**src/rtl/uart_tx_pkg.sv**
```systemverilog
// Shared encodings for the UART transmit frame sequencer: line mux selects,
// parity type values and the sequencer state enum.
package uart_tx_pkg;

    // Line mux select encodings.
    localparam logic [1:0] MUX_START = 2'd0;
    localparam logic [1:0] MUX_STOP  = 2'd1;
    localparam logic [1:0] MUX_DATA  = 2'd2;
    localparam logic [1:0] MUX_PAR   = 2'd3;

    // Parity type values as seen on PAR_TYP.
    localparam logic PAR_EVEN = 1'b0;
    localparam logic PAR_ODD  = 1'b1;

    // Frame sequencer states.
    typedef enum logic [2:0] {
        ST_IDLE   = 3'd0,
        ST_START  = 3'd1,
        ST_DATA   = 3'd2,
        ST_PARITY = 3'd3,
        ST_STOP   = 3'd4
    } tx_state_t;

endpackage

```
**src/rtl/uart_tx_ctrl.sv**
```systemverilog
// UART transmit frame sequencer. Accepts a byte handshake, pulses the
// serializer load, gates serializer shifting and steers the line mux through
// START -> DATA -> [PARITY] -> STOP (one or two stop bits). A byte offered in
// the final stop cycle is accepted directly, so frames can run back to back.
module uart_tx_ctrl
    import uart_tx_pkg::*;
#(
    parameter int WIDTH = 8
) (
    input  logic             CLK,
    input  logic             RST,
    input  logic [WIDTH-1:0] DATA,
    input  logic             DATA_VALID,
    input  logic             PAR_EN,
    input  logic             PAR_TYP,
    input  logic             STOP2,
    input  logic             ser_done,
    output logic             sample,
    output logic             ser_en,
    output logic [1:0]       mux_sel,
    output logic             par_bit,
    output logic             busy
);

    tx_state_t state_reg;
    tx_state_t state_next;
    logic      stop_cnt_reg;
    logic      stop_cnt_next;
    logic      par_en_reg;
    logic      stop2_reg;
    logic      par_bit_reg;
    logic      final_stop;
    logic      accept;

    // The last stop cycle is reached when the counter equals the captured
    // number of extra stop bits (0 for one stop bit, 1 for two).
    assign final_stop = (stop_cnt_reg == stop2_reg);
    assign sample     = accept;
    assign par_bit    = par_bit_reg;

    // State register and stop-bit counter.
    always_ff @(posedge CLK or posedge RST) begin
        if (RST) begin
            state_reg    <= ST_IDLE;
            stop_cnt_reg <= 1'b0;
        end else begin
            state_reg    <= state_next;
            stop_cnt_reg <= stop_cnt_next;
        end
    end

    // Frame configuration and parity are frozen at accept for the whole frame.
    always_ff @(posedge CLK or posedge RST) begin
        if (RST) begin
            par_en_reg  <= 1'b0;
            stop2_reg   <= 1'b0;
            par_bit_reg <= 1'b0;
        end else if (accept) begin
            par_en_reg  <= PAR_EN;
            stop2_reg   <= STOP2;
            par_bit_reg <= (^DATA) ^ PAR_TYP;
        end
    end

    // Next-state logic, Moore output decode and the Mealy accept/load pulse.
    always_comb begin
        state_next    = state_reg;
        stop_cnt_next = 1'b0;
        accept        = 1'b0;
        ser_en        = 1'b0;
        busy          = 1'b0;
        mux_sel       = MUX_STOP;
        case (state_reg)
            ST_IDLE: begin
                if (DATA_VALID) begin
                    accept     = 1'b1;
                    state_next = ST_START;
                end
            end
            ST_START: begin
                mux_sel    = MUX_START;
                busy       = 1'b1;
                state_next = ST_DATA;
            end
            ST_DATA: begin
                mux_sel = MUX_DATA;
                ser_en  = 1'b1;
                busy    = 1'b1;
                if (ser_done) begin
                    state_next = par_en_reg ? ST_PARITY : ST_STOP;
                end
            end
            ST_PARITY: begin
                mux_sel    = MUX_PAR;
                busy       = 1'b1;
                state_next = ST_STOP;
            end
            ST_STOP: begin
                busy = 1'b1;
                if (final_stop) begin
                    if (DATA_VALID) begin
                        accept     = 1'b1;
                        state_next = ST_START;
                    end else begin
                        state_next = ST_IDLE;
                    end
                end else begin
                    stop_cnt_next = 1'b1;
                end
            end
            default: begin
                state_next = ST_IDLE;
            end
        endcase
    end

endmodule

```
**config.mk**
```make
export PLATFORM = sky130hd
export DESIGN_NAME = uart_tx_ctrl
export DESIGN_NICKNAME = d
export VERILOG_FILES = /design/src/rtl/uart_tx_pkg.sv /design/src/rtl/uart_tx_ctrl.sv
export SDC_FILE = /design/constraint.sdc
export NUM_CORES = 1
export LEC_CHECK = 0
export CORE_MARGIN = 2
export CORE_UTILIZATION = 34
export CTS_CLUSTER_DIAMETER = 100
export DETAILED_ROUTE_END_ITERATION = 16
export PLACE_DENSITY = 0.69
export SLEW_MARGIN = 25
export SYNTH_ARGS = -nofsm -noshare
export SYNTH_HDL_FRONTEND = slang
export SYNTH_SLANG_ARGS = --single-unit
```
**constraint.sdc**
```tcl
create_clock -name CLK -period 1.32 [get_ports CLK]
set_clock_uncertainty 0.05 [all_clocks]
set_input_delay 0.132 -clock CLK [delete_from_list [all_inputs] [get_ports CLK]]
set_output_delay 0.132 -clock CLK [all_outputs]
set_load 0.02 [all_outputs]
```
==> run_results.csv, run 1 <==
group,metric,value,unit
floorplanning,row_count,13,
finish,post-route-util,62.2,%
power_and_ir_drop,p_leak,0.362,nW
yosys,netlist.area_leader.share,38.8,%
setup_path,reg2reg_slack,-0.04,ns
finish,nNetsFinal,87,
timing,rsz0062_at_grt,"yes",
yosys,synth_top_area_cell,"dfrtp_1",
yosys,yosys-top-cells-area,"dfrtp_1 (39%), xnor2_1 (7.8%), xnor2_2 (7.2%), xor2_1 (5.8%), mux2_1 (5.0%)",
global_route,grt_overflow,0,
drt,wl_per_cell,10.9,um
run,drv_cap,0,
setup_path,slowest_stage,"dfrtp_2",
clocking,tritoncts,"yes",
placed_design,place_area,744,um2
drt,drc,0,
clocking,cts_num_sinks,7,
timing,finalHoldViolCount,0,
floorplanning,core,0.00127,mm2
finish,drive_gt1_share,43.7,%
timing,fin_ws,-0.0388,ns
setup_path,worstPathRequired,1.14,ns
finish,largest_reg_flops,3,
yosys,syn_area,452,um2
setup_path,cp-end-kind,"output pin",
setup_path,rr_worst_depth,5,
setup_path,crit_path_max_fanout,3,
setup_path,reg2reg_from,"state_reg[0]",
yosys,syn_area_per_cell,11.0,um2
drt,dr.pass1.iters,4,
drt,met1Wirelength,425,um
clocking,cts_buffers,3,
timing,slew_viol_final,0,
yosys,synth_seq_cells,7,
floorplanning,die_w,40.5,um
global_route,track_usage,15.3,%
hold_path,hold_class,"primary input to asynchronous set/reset pin",
placed_design,post-place-ws,-0.387,ns
timing,slew_headroom,82.7,%
drt,route.met3.wl,32,um
placed_design,gp_congestion,0.688,
drt,wl_met2,478,um
power_and_ir_drop,ir_drop,1510,uV
floorplanning,die_y,40.5,um
clocking,cts_hold_buf,0,
clocking,cts_root_buffer,"clkbuf_4",
timing,timing.final.crit_share,103,%
floorplanning,initial_core_util,35.6,%
global_route,antenna_found_initial,0,
global_route,grt_pass1_wl,1510,um
global_route,grt_pass1_vias,345,
drt,viasPerCell,4.50,
timing,min_period,1.36,ns
status,violations,"negative setup slack",
setup_path,start_kind,"flip-flop",
power_and_ir_drop,power_density,2230,mW/mm2
setup_path,crit_path_cell_trace,"nor2_4 > nand2_2 > a21oi_4 > buf_4",
drt,top_layer_used,"met3",
clocking,clk_path_buf_depth,2,
setup_path,cpPeakStageDelay,0.43,ns
finish,num_antenna_cells,0,
yosys,synthCells,41,
timing,worstMarginPinSlew,0.259,ns
finish,stdcell_area,790,um2
finish,area_delta_synth_final,74.8,%
drt,wl,935,um
timing,finalSetupViolCount,4,
drt,ant_nets,0,
yosys,yosysUniqueCellTypes,21,
clocking,path_clk_slew,0.05,ns
floorplanning,die-area,0.00164,mm2
global_route,grt_max_degree,8,
yosys,ys_warn_count,0,
setup_path,critPathArrivalTime,1.18,ns
clocking,clkLatencyLatePin,0.25,ns
drt,drt_iter0_drc,9,
clocking,postCtsSetupBuffers,0,
clocking,cts_max_level,1,
status,status,"complete, but fails checks",
placed_design,numPortBuffers,20,
yosys,syn_nets,56,
setup_path,reg2reg_to,"par_bit",
yosys,ys_seq_area_share,38.8,%
floorplanning,io_pins,21,
setup_path,worstSetupPathType,"flip-flop to output pin",
timing,max_freq,736,MHz
drt,vias,387,
[area by class of cell]
class / count / area (um2)
Clock buffer: 4 / 26.3
Multi-Input combinational cell: 31 / 318
Timing Repair Buffer: 27 / 240
Sequential cell: 7 / 179
Fill cell: 111 / 479
Tap cell: 15 / 18.8
Inverter: 2 / 7.51
[worst max-delay path, delay by kind of cell (launching register included)]
family                 cells  cell delay, ns
DFF                        1            0.43
and+or+nand+nor            2            0.21
buffers and inverters      1            0.16
AOI/OAI and AO/OA          1            0.13
[layout by cell type (no fill, tap or decap), types with 2 or more instances in the layout]
cell type	instances
xnor2_2	2
xnor2_1	4
buf_2	2
mux2_4	3
dfrtp_2	3
clkdlybuf4s50_1	10
dlygate4sd2_1	5
xor2_1	2
clkbuf_4	3
inv_1	2
nor2b_4	2
nand2b_1	3
buf_4	7
dfrtp_1	4
buf_6	3
a21oi_1	2
[what timing repair did]
action / in CTS / in global routing
pin swaps: 4 / 2
endpoints found under the setup margin: 9 / 9
resized for setup: 31 / 10
endpoints found under the hold margin: 0 / 0
[synthesized netlist by cell type]
| cell type | number |
|---|---|
| a2111oi_0 | 1 |
| a21oi_1 | 2 |
| a21oi_2 | 1 |
| a41oi_1 | 1 |
| and3_1 | 1 |
| buf_2 | 1 |
| dfrtp_1 | 7 |
| inv_1 | 2 |
| mux2_1 | 2 |
| mux2_4 | 1 |
| nand2_1 | 2 |
| nand2b_1 | 3 |
| nand3b_1 | 1 |
| nor2_1 | 1 |
| nor2_2 | 1 |
| nor2b_1 | 3 |
| nor3_1 | 1 |
| xnor2_1 | 4 |
| xnor2_2 | 2 |
| xnor3_1 | 1 |
| xor2_1 | 3 |
[per-layer routing]
| layer | up-vias | track usage, % |
|---|---|---|
| met5 | - | 0 |
| met4 | 0 | 10.0 |
| met3 | 0 | 5.00 |
| met2 | 10 | 20.6 |
| met1 | 181 | 20.3 |
| li1 | 196 | - |
[worst max-delay path by stage]
| stage | from | endpoint | slack (ns) | depth (start not counted) |
|---|---|---|---|---|
| after floorplan | state_reg[1] | par_bit | -0.07 | 5 |
| after global placement | DATA[2] | par_bit | -0.36 | 5 |
| after detailed placement | DATA[2] | par_bit | -0.39 | 5 |
| after CTS | stop2_reg | sample | -0.07 | 3 |
| after global routing | state_reg[0] | sample | -0.12 | 4 |
| final | state_reg[0] | sample | -0.04 | 4 |
[report_power, final]
group / internal, mW / total, mW / switching, mW
sequential: 0.323 / 0.462 / 0.139
combinational: 0.613 / 1.11 / 0.496
clock: 0.115 / 0.186 / 0.0712
[per-stage QoR]
| step | instances | total power [mW] | hold WS [ns] | setup TNS (ns) |
|---|---|---|---|---|
| after floorplan | 41 | 1.08 | -0.115 | -0.211 |
| after global placement | 82 | 1.54 | 0.323 | -1.57 |
| after detailed placement | 82 | 1.55 | 0.334 | -1.70 |
| after CTS | 86 | 1.67 | 0.0705 | -0.254 |
| after global routing | 86 | 1.90 | 0.0806 | -0.493 |
| final | 86 | 1.76 | 0.0724 | -0.139 |
[cell families after synthesis]
logic type	Yosys count	synth area share (%)
simple gates	13	16.3
flops	7	38.8
mux	3	8.31
xor+xnor	10	25.8
buf+inv	3	2.77
compound gates	5	8.03
Note: power is estimated with default switching activity, not from simulation.
==> inputs of run 2 (changes only) <==
Settings changed: GPL_TIMING_DRIVEN set to 0.
==> run_results.csv, run 2 (synthesis gave the netlist of run 1 again) <==
group,metric,value,unit
status,status,"complete, but fails checks",
status,violations,"negative setup slack",
placed_design,dp_hpwl,751,um
drt,drt_iter0_drc,3,
finish,area_delta_synth_final,67.9,%
setup_path,cp-end-kind,"flip-flop",
timing,worstMarginPinSlew,0.369,ns
placed_design,post-place-ws,-0.404,ns
finish,multi_input_area,297,um2
power_and_ir_drop,p_sw,0.698,mW
setup_path,reg2reg_to,"par_bit",
timing,min_period,1.43,ns
timing,rsz0062_at_grt,"yes",
power_and_ir_drop,p_int,1.02,mW
power_and_ir_drop,combPwrFrac,62.8,%
drt,drc,0,
floorplanning,io_pins,21,
global_route,grt_use_met1,17.0,%
clocking,clkLatencyLatePin,0.26,ns
drt,dr.pass1.iters,4,
clocking,cts_num_sinks,7,
setup_path,critPathArrivalTime,1.52,ns
setup_path,reg2reg_from,"state_reg[1]",
global_route,antenna_found_initial,0,
global_route,grt_max_degree,8,
setup_path,cpPeakStageDelay,0.37,ns
clocking,tritoncts,"yes",
drt,viasPerCell,4.60,
clocking,cts_buffers,3,
drt,wl,1020,um
floorplanning,row_count,13,
run,drv_cap,0,
power_and_ir_drop,p_sw_share,40.6,%
timing,hold_ws,0.0582,ns
global_route,grt_pass1_wl,1530,um
floorplanning,die_y,40.5,um
timing,slew_viol_final,0,
floorplanning,die_w,40.5,um
finish,seq_area,178,um2
timing,max_freq,699,MHz
timing,finalSetupViolCount,6,
global_route,top_usage_layer,"met2",
global_route,grtUsageMet2,24.2,%
finish,mostFrequentLayoutCells,"clkdlybuf4s50_1 (10), dlygate4sd2_1 (5), buf_4 (5), dfrtp_1 (5)",
finish,largest_reg_flops,3,
clocking,cts_root_buffer,"clkbuf_4",
power_and_ir_drop,power_density,2270,mW/mm2
setup_path,worstPathRequired,1.41,ns
power_and_ir_drop,clkPwrFrac,11.6,%
timing,finalHoldViolCount,0,
setup_path,crit_path_cell_trace,"buf_6 > nor2_4 > nand2_2 > a21oi_4 > buf_4 > mux2_4",
clocking,clk_path_buf_depth,2,
drt,wl_per_cell,12.2,um
setup_path,cp-endpoint,"par_bit",
global_route,grt_pass1_vias,358,
timing,timing.final.crit_share,108,%
drt,vias,386,
power_and_ir_drop,p_leak,0.350,nW
drt,ant_nets,0,
setup_path,startpoint,"state_reg[1]",
clocking,cts_max_level,1,
hold_path,hold_class,"primary input to asynchronous set/reset pin",
placed_design,gp_congestion,0.643,
placed_design,numPortBuffers,20,
power_and_ir_drop,seqPwrFrac,25.6,%
timing,fin_ws,-0.111,ns
setup_path,worstSetupPathType,"flip-flop to flip-flop",
setup_path,crit_path_max_fanout,7,
finish,post-route-util,59.8,%
floorplanning,core,0.00127,mm2
clocking,cts_hold_buf,0,
global_route,met3_usage,8.33,%
global_route,grt_overflow,0,
global_route,track_usage,16.2,%
setup_path,rr_worst_depth,6,
setup_path,reg2reg_slack,-0.11,ns
timing,slew_headroom,74.8,%
setup_path,start_kind,"flip-flop",
finish,drive_gt1_share,36.2,%
setup_path,slowest_stage,"dfrtp_1",
power_and_ir_drop,ir_drop,1320,uV
floorplanning,die-area,0.00164,mm2
finish,mostFrequentLayoutCell,"clkdlybuf4s50_1",
clocking,path_clk_slew,0.05,ns
finish,fill_cells,108,
finish,num_antenna_cells,0,
power_and_ir_drop,p_total,1.72,mW
timing,setup_tns,-0.446,ns
finish,nNetsFinal,85,
floorplanning,initial_core_util,35.6,%
==> run 2: repair_timing <==
action,4_1_cts,5_1_grt
pin swaps,4,1
endpoints found under the setup margin,9,7
gates resized for setup,29,7
setup buffers,4,0
==> run 2: worst max-delay path: cells and delay by family, from the launching register on <==
kind / cells / cell delay (ns)
multiplexers: 1 / 0.29
buffers and inverters: 2 / 0.28
AND/OR/NAND/NOR: 2 / 0.18
AO/OA/AOI/OAI: 1 / 0.14
flip-flops: 1 / 0.37
==> run 2: layout make-up <==
| class | count | share of cell area (%) |
|---|---|---|
| multi-input combinational | 31 | 39.1 |
| inverter | 2 | 0.990 |
| tap | 15 | 2.48 |
| clock buffer | 4 | 3.47 |
| timing repair buffer | 24 | 29.0 |
| buffer | 1 | 1.49 |
| sequential | 7 | 23.4 |
==> run 2: stage by stage <==
stage,std cells,area (um2)
5_1_grt,84,758
3_5_place_dp,76,703
2_1_floorplan,41,484
3_3_place_gp,76,703
6_report,84,758
4_1_cts,84,734
==> run 2: how the worst min path moves through the flow <==
| stage | from | end | slack (ns) | cells past startpoint |
|---|---|---|---|---|
| 3_3_place_gp | RST | par_bit | 0.33 | 2 |
| 5_1_grt | RST | stop2_reg | 0.05 | 2 |
| 6_report | RST | stop2_reg | 0.06 | 2 |
| 3_5_place_dp | RST | stop2_reg | 0.34 | 2 |
| 4_1_cts | RST | stop_cnt_reg | 0.06 | 2 |
| 2_1_floorplan | RST | par_bit | -0.11 | 1 |
==> run 2: power by group through the flow <==
stage	registers (mW)	logic [mW]	clock network, mW
global route	0.458	1.15	0.228
floorplan	0.436	0.644	0
detailed placement	0.452	1.00	0
CTS	0.442	0.986	0.209
global placement	0.447	0.986	0
finish	0.440	1.08	0.199
==> run 2: metal layers <==
layer	part of all wire, %	routed length, um
met1	40	412
met2	51	522
met3	5.4	55
met4	3.1	32
met5	0	0
